==> src/rtl/dec_nxm_seq.sv <==
// +----------------------------------------------------------------------------+
// | dec_nxm_seq: registered N-to-2^N decoder with timed pulse and scan modes.  |
// | Optional: DEC_STICKY_ERR_EN adds sticky err output. Rev 1.0                |
// +----------------------------------------------------------------------------+
`default_nettype none

module dec_nxm_seq #(
  parameter int N     = 2,
  parameter int DIV_W = 8
) (
  input  logic              clk,
  input  logic              rst_n,
  input  logic              en,
  input  logic [1:0]        mode,
  input  logic [N-1:0]      a,
  input  logic              load,
  input  logic [DIV_W-1:0]  period,
  output logic [(1<<N)-1:0] d,
  output logic              busy
`ifdef DEC_STICKY_ERR_EN
  ,
  output logic              err
`endif
);

  localparam int OUT_W = 1 << N;

  localparam logic [1:0] MODE_DIRECT = 2'b00;
  localparam logic [1:0] MODE_PULSE  = 2'b01;
  localparam logic [1:0] MODE_SCAN   = 2'b10;

  typedef enum logic [1:0] {
    IDLE  = 2'd0,
    PULSE = 2'd1,
    SCAN  = 2'd2
  } state_t;

  state_t             state, state_nx;
  logic [OUT_W-1:0]   d_nx;
  logic [DIV_W-1:0]   cnt, cnt_nx;
  logic [DIV_W-1:0]   period_q, period_nx;
  logic [N-1:0]       idx, idx_nx;

  function automatic logic [OUT_W-1:0] onehot(input logic [N-1:0] i);
    logic [OUT_W-1:0] v;
    v    = '0;
    v[i] = 1'b1;
    return v;
  endfunction

  always_ff @(posedge clk) begin
    if (!rst_n) begin
      state    <= IDLE;
      d        <= '0;
      cnt      <= '0;
      period_q <= '0;
      idx      <= '0;
    end else begin
      state    <= state_nx;
      d        <= d_nx;
      cnt      <= cnt_nx;
      period_q <= period_nx;
      idx      <= idx_nx;
    end
  end

  always_comb begin
    state_nx  = state;
    d_nx      = d;
    cnt_nx    = cnt;
    period_nx = period_q;
    idx_nx    = idx;

    if (!en) begin
      state_nx = IDLE;
      d_nx     = '0;
      cnt_nx   = '0;
    end else begin
      case (state)
        IDLE: begin
          // Outside direct mode the idle output is all-zero until a load.
          d_nx   = '0;
          cnt_nx = '0;
          case (mode)
            MODE_DIRECT: d_nx = onehot(a);
            MODE_PULSE: begin
              if (load) begin
                state_nx  = PULSE;
                d_nx      = onehot(a);
                period_nx = period;
              end
            end
            MODE_SCAN: begin
              if (load) begin
                state_nx  = SCAN;
                idx_nx    = a;
                d_nx      = onehot(a);
                period_nx = period;
              end
            end
            default: ;
          endcase
        end
        PULSE: begin
          if (cnt == period_q) begin
            state_nx = IDLE;
            d_nx     = '0;
            cnt_nx   = '0;
          end else begin
            cnt_nx = cnt + 1'b1;
          end
        end
        SCAN: begin
          if (load && (mode != MODE_SCAN)) begin
            state_nx = IDLE;
            d_nx     = '0;
            cnt_nx   = '0;
          end else if (cnt == period_q) begin
            idx_nx = idx + 1'b1;
            d_nx   = onehot(idx_nx);
            cnt_nx = '0;
          end else begin
            cnt_nx = cnt + 1'b1;
          end
        end
        default: begin
          state_nx = IDLE;
          d_nx     = '0;
          cnt_nx   = '0;
        end
      endcase
    end
  end

  assign busy = (state != IDLE);

`ifdef DEC_STICKY_ERR_EN
  logic err_set;
  assign err_set = en && load && ((mode == 2'b11) || (state == PULSE));

  always_ff @(posedge clk) begin
    if (!rst_n) begin
      err <= 1'b0;
    end else begin
      err <= err | err_set;
    end
  end
`endif

endmodule

`default_nettype wire
==> config.mk <==
export PLATFORM = sky130hd
export DESIGN_NAME = dec_nxm_seq
export DESIGN_NICKNAME = d
export VERILOG_FILES = /design/src/rtl/dec_nxm_seq.sv
export SDC_FILE = /design/constraint.sdc
export NUM_CORES = 1
export LEC_CHECK = 0
export CELL_PAD_IN_SITES_DETAIL_PLACEMENT = 2
export CELL_PAD_IN_SITES_GLOBAL_PLACEMENT = 2
export CORE_UTILIZATION = 34
export DETAILED_ROUTE_END_ITERATION = 12
export PLACE_DENSITY = 0.79
export SYNTH_ARGS = -nofsm -noshare
export SYNTH_HDL_FRONTEND = slang
export SYNTH_SLANG_ARGS = --single-unit
==> constraint.sdc <==
create_clock -name clk -period 2.7 [get_ports clk]
set_input_delay 0.54 -clock clk [delete_from_list [all_inputs] [get_ports clk]]
set_output_delay 0.54 -clock clk [all_outputs]
set_load 0.02 [all_outputs]
==> results of run 1 <==
## metal layers
layer,share of wire [%],vias up,wire [um]
met5,0,-,0
met4,2.0,0,78
met3,2.5,9,97
met2,50,24,1920
met1,45,583,1730
li1,-,575,-
## where the power goes
group	leakage, nW	internal (mW)	switching [mW]
clock	0.0357	0.199	0.129
combinational	0.484	0.0573	0.0651
sequential	0.194	0.362	0.00754
## registers in the layout, summed over array words and instances (netlist names)
name and count:
state 2, d 4, period_q 8, idx 2, cnt 8
## how the worst max path moves through the flow
stage	depth (start not counted)	to	slack [ps]
floorplan	8	d[3]	670
global placement	8	d[3]	180
detailed placement	8	d[1]	60
CTS	8	d[1]	310
global route	8	d[3]	160
finish	8	d[1]	330
## metrics by stage
step	utilization (%)	cell area, um2	hold WS [ps]
global placement	43.3	1610	461
floorplan	-	1350	455
detailed placement	43.3	1610	478
CTS	45.2	1680	500
finish	45.2	1680	492
global route	45.2	1680	509
## layout make-up
type / count / area (um2) / share of cell area, %
multi-input cells: 113 / 812 / 48.3
inverters: 11 / 41.3 / 2.46
clock buffers: 3 / 41.3 / 2.46
clock inverters: 1 / 30.0 / 1.79
well taps: 48 / 60.1 / 3.57
flip-flops and latches: 24 / 480 / 28.6
repair buffers: 22 / 215 / 12.8
## logic make-up (layout without fill, tap and decap cells)
logic type,count (synthesis),in the layout,synth area share [%]
xor+xnor,14,14,9.12
flops,24,24,35.7
compound gates,32,32,19.1
fa+ha+maj,12,12,11.2
simple gates,55,55,21.0
buf+inv,14,37,3.91
## worst max-delay path, stage by stage
cell	delay (ps)
clkdlybuf4s50_1	520
inv_1	80
ha_1	230
nand2b_1	160
and2_1	200
or2_2	300
a221oi_2	370
a22o_1	190
## synth_stat cells (all sizes together) (2+ instances only)
| cell type | instances | area, um2 |
|---|---|---|
| nand3 | 5 | 25.0 |
| and2 | 2 | 12.5 |
| a32o | 3 | 30.0 |
| ha | 12 | 150 |
| o41ai | 3 | 26.3 |
| inv | 11 | 41.3 |
| and3 | 3 | 18.8 |
| xor2 | 13 | 114 |
| nand2 | 25 | 93.8 |
| o21ai | 5 | 25.0 |
| o211ai | 2 | 15.0 |
| nor4 | 3 | 33.8 |
| dfxtp | 24 | 480 |
| clkbuf | 3 | 11.3 |
| a22o | 4 | 35.0 |
| or4 | 2 | 22.5 |
| nor2 | 8 | 30.0 |
| nand2b | 2 | 12.5 |
| a21boi | 9 | 67.6 |
==> results.sh, run 1 <==
export IMPL_powerDensity_mw_per_mm2=488
export IMPL_worstSetupPathType="input port to flop"
export IMPL_grt_max_degree=15
export IMPL_final_nets=203
export IMPL_use_met3_pct=3.17
export IMPL_worst_slew_pin_slew_ps=541
export IMPL_hold_path_class="flop to flop"
export IMPL_vdd_ir_drop_max_mv=0.192
export IMPL_setup_worst_path_end_class="flop"
export IMPL_place_inst=218
export IMPL_grtUsageMet2_pct=36.8
export IMPL_fin_tns_setup_ps=0
export IMPL_antenna_found_initial=0
export IMPL_arrival_ps=2590
export IMPL_status="complete, no violations"
export IMPL_cap_violations=0
export IMPL_drt_first_pass_iters=4
export IMPL_worstRegToRegCells=7
export IMPL_hold_viol=0
export IMPL_wirelength_mm=3.82
export IMPL_wl_per_cell_um=17.2
export IMPL_clock_latency_ps=280
export IMPL_first_global_vias=1336
export IMPL_finalPower_uw=820
export IMPL_drv_slew=0
export IMPL_start_util_pct=36.2
export IMPL_ys_seq_elements=24
export IMPL_fin_crit_ps=2370
export IMPL_diodes=0
export IMPL_grt_busiest_layer="met2"
export IMPL_core_area_mm2=0.00372
export IMPL_reg2reg_to="d[2]"
export IMPL_fillCellCount=428
export IMPL_rsz0062_at_grt="false"
export IMPL_fmax_ghz=0.422
export IMPL_async_flop_share_pct=0
export IMPL_final_common_cell="nand2_1"
export IMPL_slew_headroom_pct=63.6
export IMPL_drt_iter0_markers=31
export IMPL_min_to="d[2]"
export IMPL_yosysSeqAreaShare_pct=35.7
export IMPL_synth_edf_count=0
export IMPL_post_cts_resized=0
export IMPL_crit_path_start_kind="input port"
export IMPL_root_buffer="clkbuf_8"
export IMPL_ys_warn_count=0
export IMPL_avgSynthCellArea_um2=8.91
export IMPL_via_per_inst=5.36
export IMPL_r2r_start="state[1]"
export IMPL_final_setup_viol_count=0
export IMPL_syn_area_mm2=0.00135
export IMPL_synth_distinct_cells=32
export IMPL_pre_cts_ws_ps=63.9
export IMPL_most_common_layout_cells="nand2_1, dfxtp_1, clkdlybuf4s50_1"
export IMPL_drive_gt1_share_pct=6.90
export IMPL_critical_path_max_fanout=4
export IMPL_drc=0
export IMPL_clk_path_buf_depth=2
export IMPL_place_hpwl_mm=2.88
export IMPL_ant_nets=0
export IMPL_overflow=0
export IMPL_min_period_over_period_pct=87.7
export IMPL_synthCells=151
export IMPL_area_delta_synth_final_pct=24.9
export IMPL_hold_path_startpoint="d[2]"
export IMPL_die_h_um=64.9
export IMPL_rows=22
export IMPL_tritoncts="yes"
export IMPL_grt_pass1_wl_mm=6.47
export IMPL_leakage_nw=0.714
export IMPL_vias=1191
export IMPL_track_usage_pct=20.4
export IMPL_synth_nets=179
export IMPL_cts_sinks=24
export IMPL_place_gp_congestion=0.761
export IMPL_chipWidth_um=64.9
export IMPL_io_pins=21
export IMPL_post_cts_buffers=0
export IMPL_dieArea_mm2=0.00421
export IMPL_finalWorstSetupSlack_ps=331
export IMPL_port_buffers=20
export IMPL_cp_startpoint="mode[0]"
export IMPL_htree_levels=1
export IMPL_finalNonFillerCells=222
export IMPL_cts_hold_buf=0
export IMPL_worstHoldPathCells=1
export IMPL_met1_usage_pct=24.1
export IMPL_rrSetupSlack_ps=740
export IMPL_ys_flop_type="dfxtp_1"
export IMPL_numCtsBuffers=3
export IMPL_clk_pin_slew_ps=90
export IMPL_final_setup_skew_ps=3.47
export IMPL_critPathRequiredTime_ps=2920
(Power assumes the default switching activity.)
==> inputs of run 2 (changes only) <==
- GPL_TIMING_DRIVEN: unset -> 0
==> results.sh, run 2 (synthesis results as in run 1) <==
export IMPL_max_stage_delay_ps=510
export IMPL_status="complete, no violations"
export IMPL_final_common_cell="nand2_1"
export IMPL_hold_path_class="flop to flop"
export IMPL_first_global_vias=1248
export IMPL_cts_sinks=24
export IMPL_worst_slew_pin_slew_ps=540
export IMPL_overflow=0
export IMPL_wl_per_cell_um=15.7
export IMPL_top_regs="cnt: 8 flops, period_q: 8 flops, d: 4 flops"
export IMPL_final_nets=204
export IMPL_leakage_nw=0.707
export IMPL_critical_path_max_fanout=7
export IMPL_core_area_mm2=0.00372
export IMPL_diodes=0
export IMPL_slew_headroom_pct=63.6
export IMPL_setup_worst_path_end_class="flop"
export IMPL_clock_latency_ps=270
export IMPL_drc=0
export IMPL_numCtsBuffers=3
export IMPL_vias=1164
export IMPL_die_h_um=64.9
export IMPL_crit_end="d[0]"
export IMPL_chipWidth_um=64.9
export IMPL_swShare_pct=23.6
export IMPL_crit_path_start_kind="input port"
export IMPL_p_switching_uw=190
export IMPL_place_hpwl_mm=2.77
export IMPL_critPathRequiredTime_ps=2910
export IMPL_r2r_start="state[0]"
export IMPL_tritoncts="yes"
export IMPL_start_util_pct=36.2
export IMPL_track_usage_pct=18.8
export IMPL_antenna_found_initial=0
export IMPL_io_pins=21
export IMPL_cts_hold_buf=0
export IMPL_seqCellArea_um2=480
export IMPL_crit_chain="clkdlybuf4s50_1, inv_1, ha_1, nand2b_1, and2_1, clkbuf_1, or2_2, a221oi_2, a22o_1"
export IMPL_p_int_uw=617
export IMPL_multi_input_area_um2=812
export IMPL_worstSetupPathType="input port to flop"
export IMPL_crit_slowest_cell="clkdlybuf4s50_1"
export IMPL_worstRegToRegCells=7
export IMPL_drt_iter0_markers=69
export IMPL_final_setup_viol_count=0
export IMPL_finalNonFillerCells=223
export IMPL_most_common_layout_cells="nand2_1, dfxtp_1, clkdlybuf4s50_1"
export IMPL_grt_pass1_wl_mm=6.02
export IMPL_cap_violations=0
export IMPL_rsz0062_at_grt="false"
export IMPL_drv_slew=0
export IMPL_htree_levels=1
export IMPL_wirelength_mm=3.50
export IMPL_root_buffer="clkbuf_8"
export IMPL_post_cts_resized=0
export IMPL_arrival_ps=2760
export IMPL_vdd_ir_drop_max_mv=0.215
export IMPL_clk_path_buf_depth=2
export IMPL_via_per_inst=5.22
export IMPL_p_comb_share_pct=14.8
export IMPL_hold_viol=0
export IMPL_fillCellCount=433
export IMPL_p_clk_share_pct=39.4
export IMPL_ant_nets=0
export IMPL_post_cts_buffers=0
export IMPL_port_buffers=20
export IMPL_place_gp_congestion=0.738
export IMPL_power_frac_seq_pct=45.8
export IMPL_final_setup_skew_ps=4.02
export IMPL_dieArea_mm2=0.00421
export IMPL_min_period_over_period_pct=94.4
export IMPL_powerDensity_mw_per_mm2=482
export IMPL_cp_startpoint="mode[0]"
export IMPL_reg2reg_to="d[0]"
export IMPL_finalPower_uw=808
export IMPL_place_inst=219
export IMPL_rrSetupSlack_ps=690
export IMPL_drt_first_pass_iters=4
export IMPL_fin_crit_ps=2550
export IMPL_rows=22
export IMPL_grt_max_degree=15
export IMPL_drive_gt1_share_pct=5.71
export IMPL_area_delta_synth_final_pct=24.7
export IMPL_clk_pin_slew_ps=90
export IMPL_fmax_ghz=0.392
## run 2: cell count changes in the layout (fill, tap and decap cells not counted)
cell,change
clkbuf_1,+3
buf_4,-2
## run 2: critical path: cells and delay by family
| family | cells | cell delay, ps |
|---|---|---|
| buf+inv | 3 | 780 |
| simple gates | 3 | 650 |
| fa+ha+maj | 1 | 230 |
| compound gates | 2 | 550 |
## run 2: power by group through the flow
stage	sequential (mW)	combinational (mW)	clock, mW
floorplan	0.377	0.0689	0
global placement	0.377	0.113	0
detailed placement	0.378	0.119	0
CTS	0.370	0.121	0.325
global route	0.371	0.132	0.348
finish	0.370	0.119	0.319
## run 2: how the worst min path moves through the flow
| stage | start | endpoint | slack (ps) | depth (start not counted) |
|---|---|---|---|---|
| finish | d[2] | d[2] | 480 | 1 |
| CTS | d[2] | d[2] | 490 | 1 |
| global placement | d[3] | d[3] | 460 | 1 |
| global route | d[3] | d[3] | 510 | 1 |
| detailed placement | d[2] | d[2] | 470 | 1 |
| floorplan | period_q[0] | period_q[0] | 460 | 2 |
## run 2: cell type report
class / count / share of cell area [%]
Multi-Input combinational cell: 113 / 48.4
Sequential cell: 24 / 28.7
Timing Repair Buffer: 20 / 11.9
Tap cell: 48 / 3.58
Clock buffer: 3 / 2.46
Inverter: 11 / 2.46
Clock inverter: 1 / 1.79
Buffer: 3 / 0.672
## run 2: metal layers
layer / vias up / share of wire (%) / track usage (%)
met4: 0 / 0.40 / 4.17
met1: 571 / 47 / 24.1
met5: - / 0 / 0
li1: 576 / - / -
met2: 15 / 51 / 32.2
met3: 2 / 2.2 / 3.70
## run 2: per-stage QoR
step | instance area, um2 | hold slack, ps | TNS [ps] | setup slack (ps) | util, %
floorplan | 1350 | 455 | 0 | 674 | -
CTS | 1680 | 490 | 0 | 135 | 45.1
finish | 1680 | 483 | 0 | 151 | 45.1
global route | 1680 | 506 | 0 | 43.9 | 45.1
global placement | 1610 | 458 | -58.9 | -29.9 | 43.2
detailed placement | 1610 | 470 | -483 | -132 | 43.2
==> inputs of run 3 (changes only) <==
- SETUP_SLACK_MARGIN: unset -> 0.3
==> results.sh, run 3 (synthesis results as in run 1) <==
export IMPL_drc=0
export IMPL_final_common_cell="nand2_1"
export IMPL_htree_levels=1
export IMPL_slew_headroom_pct=64.2
export IMPL_place_hpwl_mm=2.77
export IMPL_port_buffers=20
export IMPL_vias=1175
export IMPL_design_area_mm2=0.00170
export IMPL_die_h_um=64.9
export IMPL_via_per_inst=5.27
export IMPL_final_setup_skew_ps=3.79
export IMPL_powerDensity_mw_per_mm2=478
export IMPL_final_nets=204
export IMPL_track_usage_pct=19.0
export IMPL_critPathRequiredTime_ps=2910
export IMPL_fillCellCount=437
export IMPL_first_global_vias=1266
export IMPL_cts_sinks=24
export IMPL_dieArea_mm2=0.00421
export IMPL_cap_violations=0
export IMPL_numCtsBuffers=3
export IMPL_io_pins=21
export IMPL_clock_latency_ps=270
export IMPL_wirelength_mm=3.57
export IMPL_area_delta_synth_final_pct=26.0
export IMPL_rsz0062_at_grt="false"
export IMPL_max_stage_delay_ps=450
export IMPL_root_buffer="clkbuf_8"
export IMPL_worstSetupPathType="input port to flop"
export IMPL_ant_nets=0
export IMPL_leakage_nw=0.728
export IMPL_start_util_pct=36.2
export IMPL_fin_crit_ps=2280
export IMPL_dpl_cell_area_mm2=0.00161
export IMPL_wl_per_cell_um=16.0
export IMPL_min_period_over_period_pct=84.5
export IMPL_post_cts_buffers=0
export IMPL_critical_path_max_fanout=7
export IMPL_fmax_ghz=0.438
export IMPL_crit_path_start_kind="input port"
export IMPL_rows=22
export IMPL_chipWidth_um=64.9
export IMPL_grt_pass1_wl_mm=6.08
export IMPL_pre_cts_ws_ps=-132
export IMPL_antenna_found_initial=0
export IMPL_vdd_ir_drop_max_mv=0.215
export IMPL_clk_pin_slew_ps=90
export IMPL_worst_slew_pin_slew_ps=531
export IMPL_most_common_layout_cells="nand2_1, dfxtp_1, clkdlybuf4s50_1"
export IMPL_finalWorstSetupSlack_ps=418
export IMPL_tritoncts="yes"
export IMPL_drive_gt1_share_pct=6.86
export IMPL_final_setup_viol_count=0
export IMPL_hold_viol=0
export IMPL_place_gp_congestion=0.738
export IMPL_core_area_mm2=0.00372
export IMPL_setup_worst_path_end_class="flop"
export IMPL_cts_hold_buf=0
export IMPL_crit_chain="clkdlybuf4s50_1, ha_2, nand2b_1, and2_1, clkbuf_4, or2_2, a221oi_4, a22o_1"
export IMPL_drt_first_pass_iters=4
export IMPL_diodes=0
export IMPL_status="complete, no violations"
export IMPL_drt_iter0_markers=63
export IMPL_crit_slowest_cell="clkdlybuf4s50_1"
export IMPL_arrival_ps=2490
export IMPL_hold_path_class="flop to flop"
export IMPL_grt_max_degree=15
export IMPL_clk_path_buf_depth=2
export IMPL_overflow=0
export IMPL_top_regs="cnt: 8 flops, period_q: 8 flops, d: 4 flops"
export IMPL_drv_slew=0
-- run 3: cell count changes in the layout (fill, tap and decap cells not counted) --
cell,change
ha_1,-1
clkbuf_4,+1
dlymetal6s2s_1,+1
clkbuf_1,-1
dlygate4sd2_1,+1
clkdlybuf4s50_1,-2
ha_2,+1
a221oi_4,+1
a221oi_2,-1
-- run 3: worst paths after layout --
check	startpoint	endpoint	slack (ps)	depth (start not counted)
min	d[2]	d[2]	490	1
max reg2reg	state[0]	idx[0]	770	7
min reg2reg	d[2]	d[2]	490	1
max	mode[1]	d[0]	420	8
-- run 3: metrics by stage --
step / power (mW) / utilization [%] / hold WS (ps) / setup TNS, ps / instances
after floorplan: 0.446 / - / 455 / 0 / 151
after global placement: 0.490 / 43.2 / 458 / -58.9 / 219
after detailed placement: 0.497 / 43.2 / 470 / -483 / 219
after CTS: 0.819 / 45.6 / 490 / 0 / 223
after global routing: 0.853 / 45.6 / 506 / 0 / 223
final: 0.810 / 45.6 / 485 / 0 / 223
-- run 3: routing by layer --
metal  vias to the layer above  global-route usage, %  part of all wire [%]  wire, um
met5                         -                      0                     0         0
met4                         0                   4.17                  0.39        14
met3                         2                   3.70                   2.5        89
met2                        17                   33.3                    51      1830
met1                       579                   23.8                    46      1640
li1                        577                      -                     -         -
-- run 3: report_power, final --
part | switching, mW | internal, mW | total (mW)
sequential | 0.00731 | 0.362 | 0.370
clock | 0.120 | 0.198 | 0.318
combinational | 0.0648 | 0.0574 | 0.122
total | 0.192 | 0.618 | 0.810
-- run 3: final cells by class --
type	instances	area [um2]	area share, %
inverters	11	41.3	2.44
flip-flops and latches	24	480	28.3
plain buffers	3	15.0	0.886
multi-input cells	113	826	48.7
repair buffers	20	201	11.9
clock inverters	1	30.0	1.77
clock buffers	3	41.3	2.44
well taps	48	60.1	3.54
-- run 3: what timing repair did --
action                                 CTS  global route
setup endpoints to repair                5             1
gates resized for setup                  5             1
endpoints found under the hold margin    0             0
pin swaps                                3             0
-- run 3: critical path: cells and delay by family --
kind	cells	cell delay [ps]
buffers and inverters	2	620
and+or+nand+nor	3	620
AOI/OAI and AO/OA	2	500
adders and majority gates	1	210
